## src/rtl/divider_pkg.sv

```systemverilog
// Shared types and helpers for the divider scheduler.
// Holds default width, id-width helper and the in-flight tag.
package divider_pkg;

  localparam int DEF_WIDTH = 32;
  localparam int MAX_ID_W  = 3;

  function automatic int id_w(input int n);
    return (n > 1) ? $clog2(n) : 1;
  endfunction

  typedef struct packed {
    logic                valid;
    logic [MAX_ID_W-1:0] id;
  } tag_t;

endpackage

```

## src/rtl/rr_arbiter.sv

```systemverilog
// Round-robin arbiter: one-hot grant, search starts at ptr.
// Purely combinational; the owner keeps the pointer.
module rr_arbiter
  import divider_pkg::*;
#(
  parameter int NUM_REQ = 4
) (
  input  logic [NUM_REQ-1:0]          req,
  input  logic [id_w(NUM_REQ)-1:0]    ptr,
  output logic [NUM_REQ-1:0]          gnt
);

  localparam int IW = id_w(NUM_REQ);

  logic          found;
  int            idx;
  logic [IW-1:0] sel;

  // Walk requesters from ptr upward, wrapping, first hit wins.
  always_comb begin
    gnt   = '0;
    found = 1'b0;
    idx   = 0;
    sel   = '0;
    for (int off = 0; off < NUM_REQ; off++) begin
      idx = int'(ptr) + off;
      if (idx >= NUM_REQ) idx = idx - NUM_REQ;
      sel = IW'(idx);
      if (!found && req[sel]) begin
        gnt[sel] = 1'b1;
        found    = 1'b1;
      end
    end
  end

endmodule

```

## src/rtl/divider_sched.sv

```systemverilog
// Shares one pipelined divider among NUM_REQ requesters.
// Round-robin issue, tag pipeline, registered in-order responses.
module divider_sched
  import divider_pkg::*;
#(
  parameter int WIDTH       = DEF_WIDTH,
  parameter int NUM_REQ     = 4,
  parameter int DIV_LATENCY = 2
) (
  input  logic                         clk,
  input  logic                         rst,
  input  logic [NUM_REQ-1:0]           req_valid,
  output logic [NUM_REQ-1:0]           req_ready,
  input  logic [NUM_REQ*2*WIDTH-1:0]   req_dividend,
  input  logic [NUM_REQ*WIDTH-1:0]     req_divisor,
  output logic [2*WIDTH-1:0]           div_dividend,
  output logic [WIDTH-1:0]             div_divisor,
  input  logic [WIDTH-1:0]             div_quotient,
  input  logic [WIDTH-1:0]             div_remainder,
  input  logic                         div_error_divide_by_zero,
  input  logic                         div_overflow,
  output logic                         rsp_valid,
  output logic [$clog2(NUM_REQ)-1:0]   rsp_id,
  output logic [WIDTH-1:0]             rsp_quotient,
  output logic [WIDTH-1:0]             rsp_remainder,
  output logic                         rsp_error_divide_by_zero,
  output logic                         rsp_overflow,
  output logic                         busy
);

  localparam int IW = id_w(NUM_REQ);
  localparam int DW = 2 * WIDTH;

  logic [NUM_REQ-1:0] gnt;
  logic [IW-1:0]      ptr;
  logic [IW-1:0]      gnt_id;
  logic [DW-1:0]      sel_dvd;
  logic [WIDTH-1:0]   sel_dvs;
  logic               fire;

  tag_t iss;
  tag_t pipe [DIV_LATENCY];
  tag_t last;
  logic unused_tag;

  rr_arbiter #(
    .NUM_REQ (NUM_REQ)
  ) u_arb (
    .req (req_valid),
    .ptr (ptr),
    .gnt (gnt)
  );

  assign req_ready = rst ? '0 : gnt;
  assign fire      = |req_ready;

  // Encode the grant and select the winner's operands.
  always_comb begin
    gnt_id  = '0;
    sel_dvd = '0;
    sel_dvs = '0;
    for (int i = 0; i < NUM_REQ; i++) begin
      if (gnt[i]) begin
        gnt_id  = IW'(i);
        sel_dvd = req_dividend[i*DW +: DW];
        sel_dvs = req_divisor[i*WIDTH +: WIDTH];
      end
    end
  end

  // Priority pointer moves past the winner only on a handshake.
  always_ff @(posedge clk) begin
    if (rst) begin
      ptr <= '0;
    end else if (fire) begin
      ptr <= (gnt_id == IW'(NUM_REQ - 1)) ? '0 : gnt_id + 1'b1;
    end
  end

  // Register operands to the divider and open the tag for them.
  always_ff @(posedge clk) begin
    if (rst) begin
      iss          <= '0;
      div_dividend <= '0;
      div_divisor  <= '0;
    end else begin
      iss.valid <= fire;
      iss.id    <= MAX_ID_W'(gnt_id);
      if (fire) begin
        div_dividend <= sel_dvd;
        div_divisor  <= sel_dvs;
      end
    end
  end

  // Tag delay line matching the divider latency.
  always_ff @(posedge clk) begin
    if (rst) begin
      for (int k = 0; k < DIV_LATENCY; k++) pipe[k] <= '0;
    end else begin
      pipe[0] <= iss;
      for (int k = 1; k < DIV_LATENCY; k++) pipe[k] <= pipe[k-1];
    end
  end

  assign last       = pipe[DIV_LATENCY-1];
  assign unused_tag = ^last.id;

  // Capture divider results for the tag leaving the pipe.
  always_ff @(posedge clk) begin
    if (rst) begin
      rsp_valid                <= 1'b0;
      rsp_id                   <= '0;
      rsp_quotient             <= '0;
      rsp_remainder            <= '0;
      rsp_error_divide_by_zero <= 1'b0;
      rsp_overflow             <= 1'b0;
    end else begin
      rsp_valid <= last.valid;
      if (last.valid) begin
        rsp_id                   <= last.id[IW-1:0];
        rsp_quotient             <= div_quotient;
        rsp_remainder            <= div_remainder;
        rsp_error_divide_by_zero <= div_error_divide_by_zero;
        rsp_overflow             <= div_overflow;
      end
    end
  end

  // Busy while any stage, including the response, holds work.
  always_comb begin
    busy = iss.valid | rsp_valid;
    for (int k = 0; k < DIV_LATENCY; k++) busy = busy | pipe[k].valid;
  end

endmodule
```

## config.mk

```make
export PLATFORM = sky130hd
export DESIGN_NAME = divider_sched
export DESIGN_NICKNAME = d
export VERILOG_FILES = /design/src/rtl/divider_pkg.sv /design/src/rtl/rr_arbiter.sv /design/src/rtl/divider_sched.sv
export SDC_FILE = /design/constraint.sdc
export NUM_CORES = 1
export LEC_CHECK = 0
export CORE_AREA = 4 4 241 243
export DETAILED_ROUTE_END_ITERATION = 10
export DIE_AREA = 0 0 245 247
export HOLD_SLACK_MARGIN = 0.08
export SLEW_MARGIN = 20
export SYNTH_ARGS = -nofsm -noshare
export SYNTH_HDL_FRONTEND = slang
export SYNTH_SLANG_ARGS = --single-unit
```

## constraint.sdc

```tcl
create_clock -name clk -period 4.3 [get_ports clk]
set_input_delay 0.645 -clock clk [delete_from_list [all_inputs] [get_ports clk]]
set_output_delay 0.645 -clock clk [all_outputs]
set_load 0.02 [all_outputs]
```

==> impl_metrics.env <==
export IMPL_tritoncts="done"
export IMPL_cp_start_kind="register"
export IMPL_path_clk_slew_ns=0.08
export IMPL_fin_crit_sh_pct=91.9
export IMPL_drc_errors=0
export IMPL_synth_compound_area_share_pct=29.4
export IMPL_grt_pass1_wl_um=67500
export IMPL_yosysWarnings=0
export IMPL_setup_violations_final=0
export IMPL_place_congestion=0.865
export IMPL_place_ws_ns=0.188
export IMPL_multi_input_area_mm2=0.00454
export IMPL_cts_made_buffers=17
export IMPL_antenna_found_initial=10
export IMPL_syn_area_mm2=0.00845
export IMPL_grt_pass1_vias=10500
export IMPL_crit_arrival_ns=3.31
export IMPL_core_area_mm2=0.0560
export IMPL_hold_start="pipe[0][0]$_SDFF_PP0_"
export IMPL_dieArea_mm2=0.0605
export IMPL_rrSetupSlack_ns=0.36
export IMPL_die_h_um=247
export IMPL_grt_max_degree=70
export IMPL_syn_to_final_growth_pct=92.8
export IMPL_worst_pin_slew_ns=0.887
export IMPL_wl_per_cell_um=20.3
export IMPL_ant_nets=0
export IMPL_synth_area_top_cells="dfxtp_1, a221oi_1, a21o_1, o31ai_1, mux2i_1"
export IMPL_synth_xor_area_share_pct=0
export IMPL_hp_class="reg -> reg"
export IMPL_synthSimpleGateAreaFrac_pct=14.0
export IMPL_path_class="reg -> out"
export IMPL_synth_cell_types=44
export IMPL_timing_rr_start="ptr[1]$_SDFFE_PP0P_"
export IMPL_grt_overflow=0
export IMPL_max_freq_mhz=253
export IMPL_power_density_mw_per_mm2=596
export IMPL_whs_path_depth=1
export IMPL_synth_seq_cells=176
export IMPL_io_buffer_count=625
export IMPL_via_per_inst=4.35
export IMPL_drive_gt1_share_pct=5.77
export IMPL_synth_top_area_share_pct=41.7
export IMPL_io_pins=626
export IMPL_whs_ns=0.438
export IMPL_synthMuxAreaShare_pct=8.59
export IMPL_setup_slack_ns=0.348
export IMPL_layout_commonest_cell="clkdlybuf4s50_1"
export IMPL_fin_nets=2009
export IMPL_hold_viol_final=0
export IMPL_fillers=5960
export IMPL_routed_wl_um=47000
export IMPL_synthAdderAreaFrac_pct=0.888
export IMPL_grt_setup_unrepaired="false"
export IMPL_crit_fanout=7
export IMPL_drt_iter0_drc=383
export IMPL_cp_end_kind="output port"
export IMPL_die_width_um=245
export IMPL_maxCapViolCount=0
export IMPL_clockBufferDepth=2
export IMPL_dpl_hpwl_um=36800
export IMPL_utilization_pct=29.1
export IMPL_firstDrtPassIters=5
export IMPL_num_rows=87
export IMPL_fin_skew_ns=0.0170
export IMPL_cts_sinks=176
export IMPL_min_to="pipe[0][4]$_SDFF_PP0_"
export IMPL_period_minus_slack_ns=3.95
export IMPL_vias=10100
export IMPL_synth_cells=956
export IMPL_ys_seq_area_share_pct=41.7
export IMPL_grtUsageTotal_pct=14.9
export IMPL_ctsHoldBuffers=0
export IMPL_seq_area_mm2=0.00353
export IMPL_initial_utilization_pct=15.1
export IMPL_slew_violations=0
export IMPL_htree_levels=4
export IMPL_cp_required_ns=3.65
export IMPL_fin_setup_tns_ns=0
export IMPL_clk_latency_ns=0.48
export IMPL_final_cell_mix="clkdlybuf4s50_1, dfxtp_1, nor2_1"
export IMPL_yosysTopAreaCell="dfxtp_1"
export IMPL_synth_top_family_by_area="compound AO/OA/AOI/OAI gates"
export IMPL_clock_root_buffer="clkbuf_16"
export IMPL_vdd_drop_max_uv=294
export IMPL_syn_avg_cell_area_um2=8.84
export IMPL_r2r_end="div_dividend[23]$_SDFFE_PP0P_"
export IMPL_maxSlewHeadroom_pct=40.9
export IMPL_ff2ff_path_depth=10
export IMPL_syn_nets=1418
export IMPL_p_leak_uw=0.00639
export IMPL_outcome="completed"
[metrics by stage]
stage / total power, uW / instance area [um^2] / std cells
2_1_floorplan: 5630 / 8450 / 956
3_3_place_gp: 8110 / 15600 / 2281
3_5_place_dp: 8190 / 15600 / 2281
4_1_cts: 9930 / 16300 / 2316
5_1_grt: 10500 / 16300 / 2317
6_report: 9720 / 16300 / 2318
[critical path, cell delays in order, from the launching register on]
cell and delay, ns:
dfxtp_1 0.47, inv_1 0.18, ha_1 0.38, or3b_1 0.42
a2111o_1 0.46, nand2_1 0.26, a221o_2 0.34, and2_1 0.16
buf_4 0.17
[sequential cells by signal, indices dropped and copies added, names as in the netlist]
name,count
iss,3
div_dividend,64
rsp_id,2
rsp_error_divide_by_zero,1
rsp_quotient,32
rsp_overflow,1
rsp_remainder,32
div_divisor,32
pipe,6
rsp_valid,1
ptr,2
[logic make-up (layout without fill, tap and decap cells)]
group	Yosys count	after routing
muxes	70	70
other	0	2
adders and majority gates	6	6
and+or+nand+nor	291	291
AOI/OAI and AO/OA	312	312
buffers and inverters	101	705
DFF	176	176
[metal layers]
metal,vias to the layer above,track usage [%],part of all wire [%]
li1,4703,-,-
met1,4806,16.7,39
met2,497,26.0,50
met3,68,5.78,8.5
met4,10,4.83,2.3
met5,-,0,0.14
[area by class of cell]
class | count | share of cell area (%)
diodes | 2 | 0.0307
clock buffers | 17 | 2.61
clock inverters | 15 | 1.07
inverters | 9 | 0.207
multi-input cells | 679 | 27.9
flip-flops and latches | 176 | 21.6
well taps | 756 | 5.81
repair buffers | 664 | 40.8
[cell usage after synthesis (all sizes together)]
cell,count
and3,2
nand2b,1
inv,9
clkbuf,53
nand3b,1
nand2,100
a211o,1
and3b,1
ha,6
mux2i,68
o21ai,6
a221oi,98
nor4b,1
o41ai,1
a211oi,2
a31oi,1
a21oi,2
a2111o,1
a21boi,1
a41oi,1
nor2,170
o31a,1
dfxtp,176
and2,1
a221o,3
o31ai,95
buf,39
a21o,97
nor3b,2
o311a,1
or4,1
or3b,2
mux4,2
a2111oi,1
nor3,2
nor2b,7
[worst max path at each step]
stage,depth (start not counted),end,startpoint
after floorplan,10,req_ready[3],ptr[0]$_SDFFE_PP0P_
after global placement,7,req_ready[1],req_valid[0]
after detailed placement,7,req_ready[1],req_valid[0]
after CTS,8,req_ready[1],ptr[1]$_SDFFE_PP0P_
after global routing,10,div_divisor[11]$_SDFFE_PP0P_,ptr[1]$_SDFFE_PP0P_
final,8,req_ready[0],ptr[1]$_SDFFE_PP0P_
[timing repair]
| item | CTS | global route |
|---|---|---|
| setup buffers | 3 | 0 |
| gates resized for setup | 3 | 4 |
| pin swaps | 1 | 1 |
| endpoints found under the setup margin | 3 | 3 |
[power by group]
part | internal (uW) | leakage, uW | switching (uW)
combinational | 2620 | 0.00465 | 3320
clock | 789 | 0.000294 | 826
sequential | 1980 | 0.00144 | 176
Power figures use the tool's default switching activity.
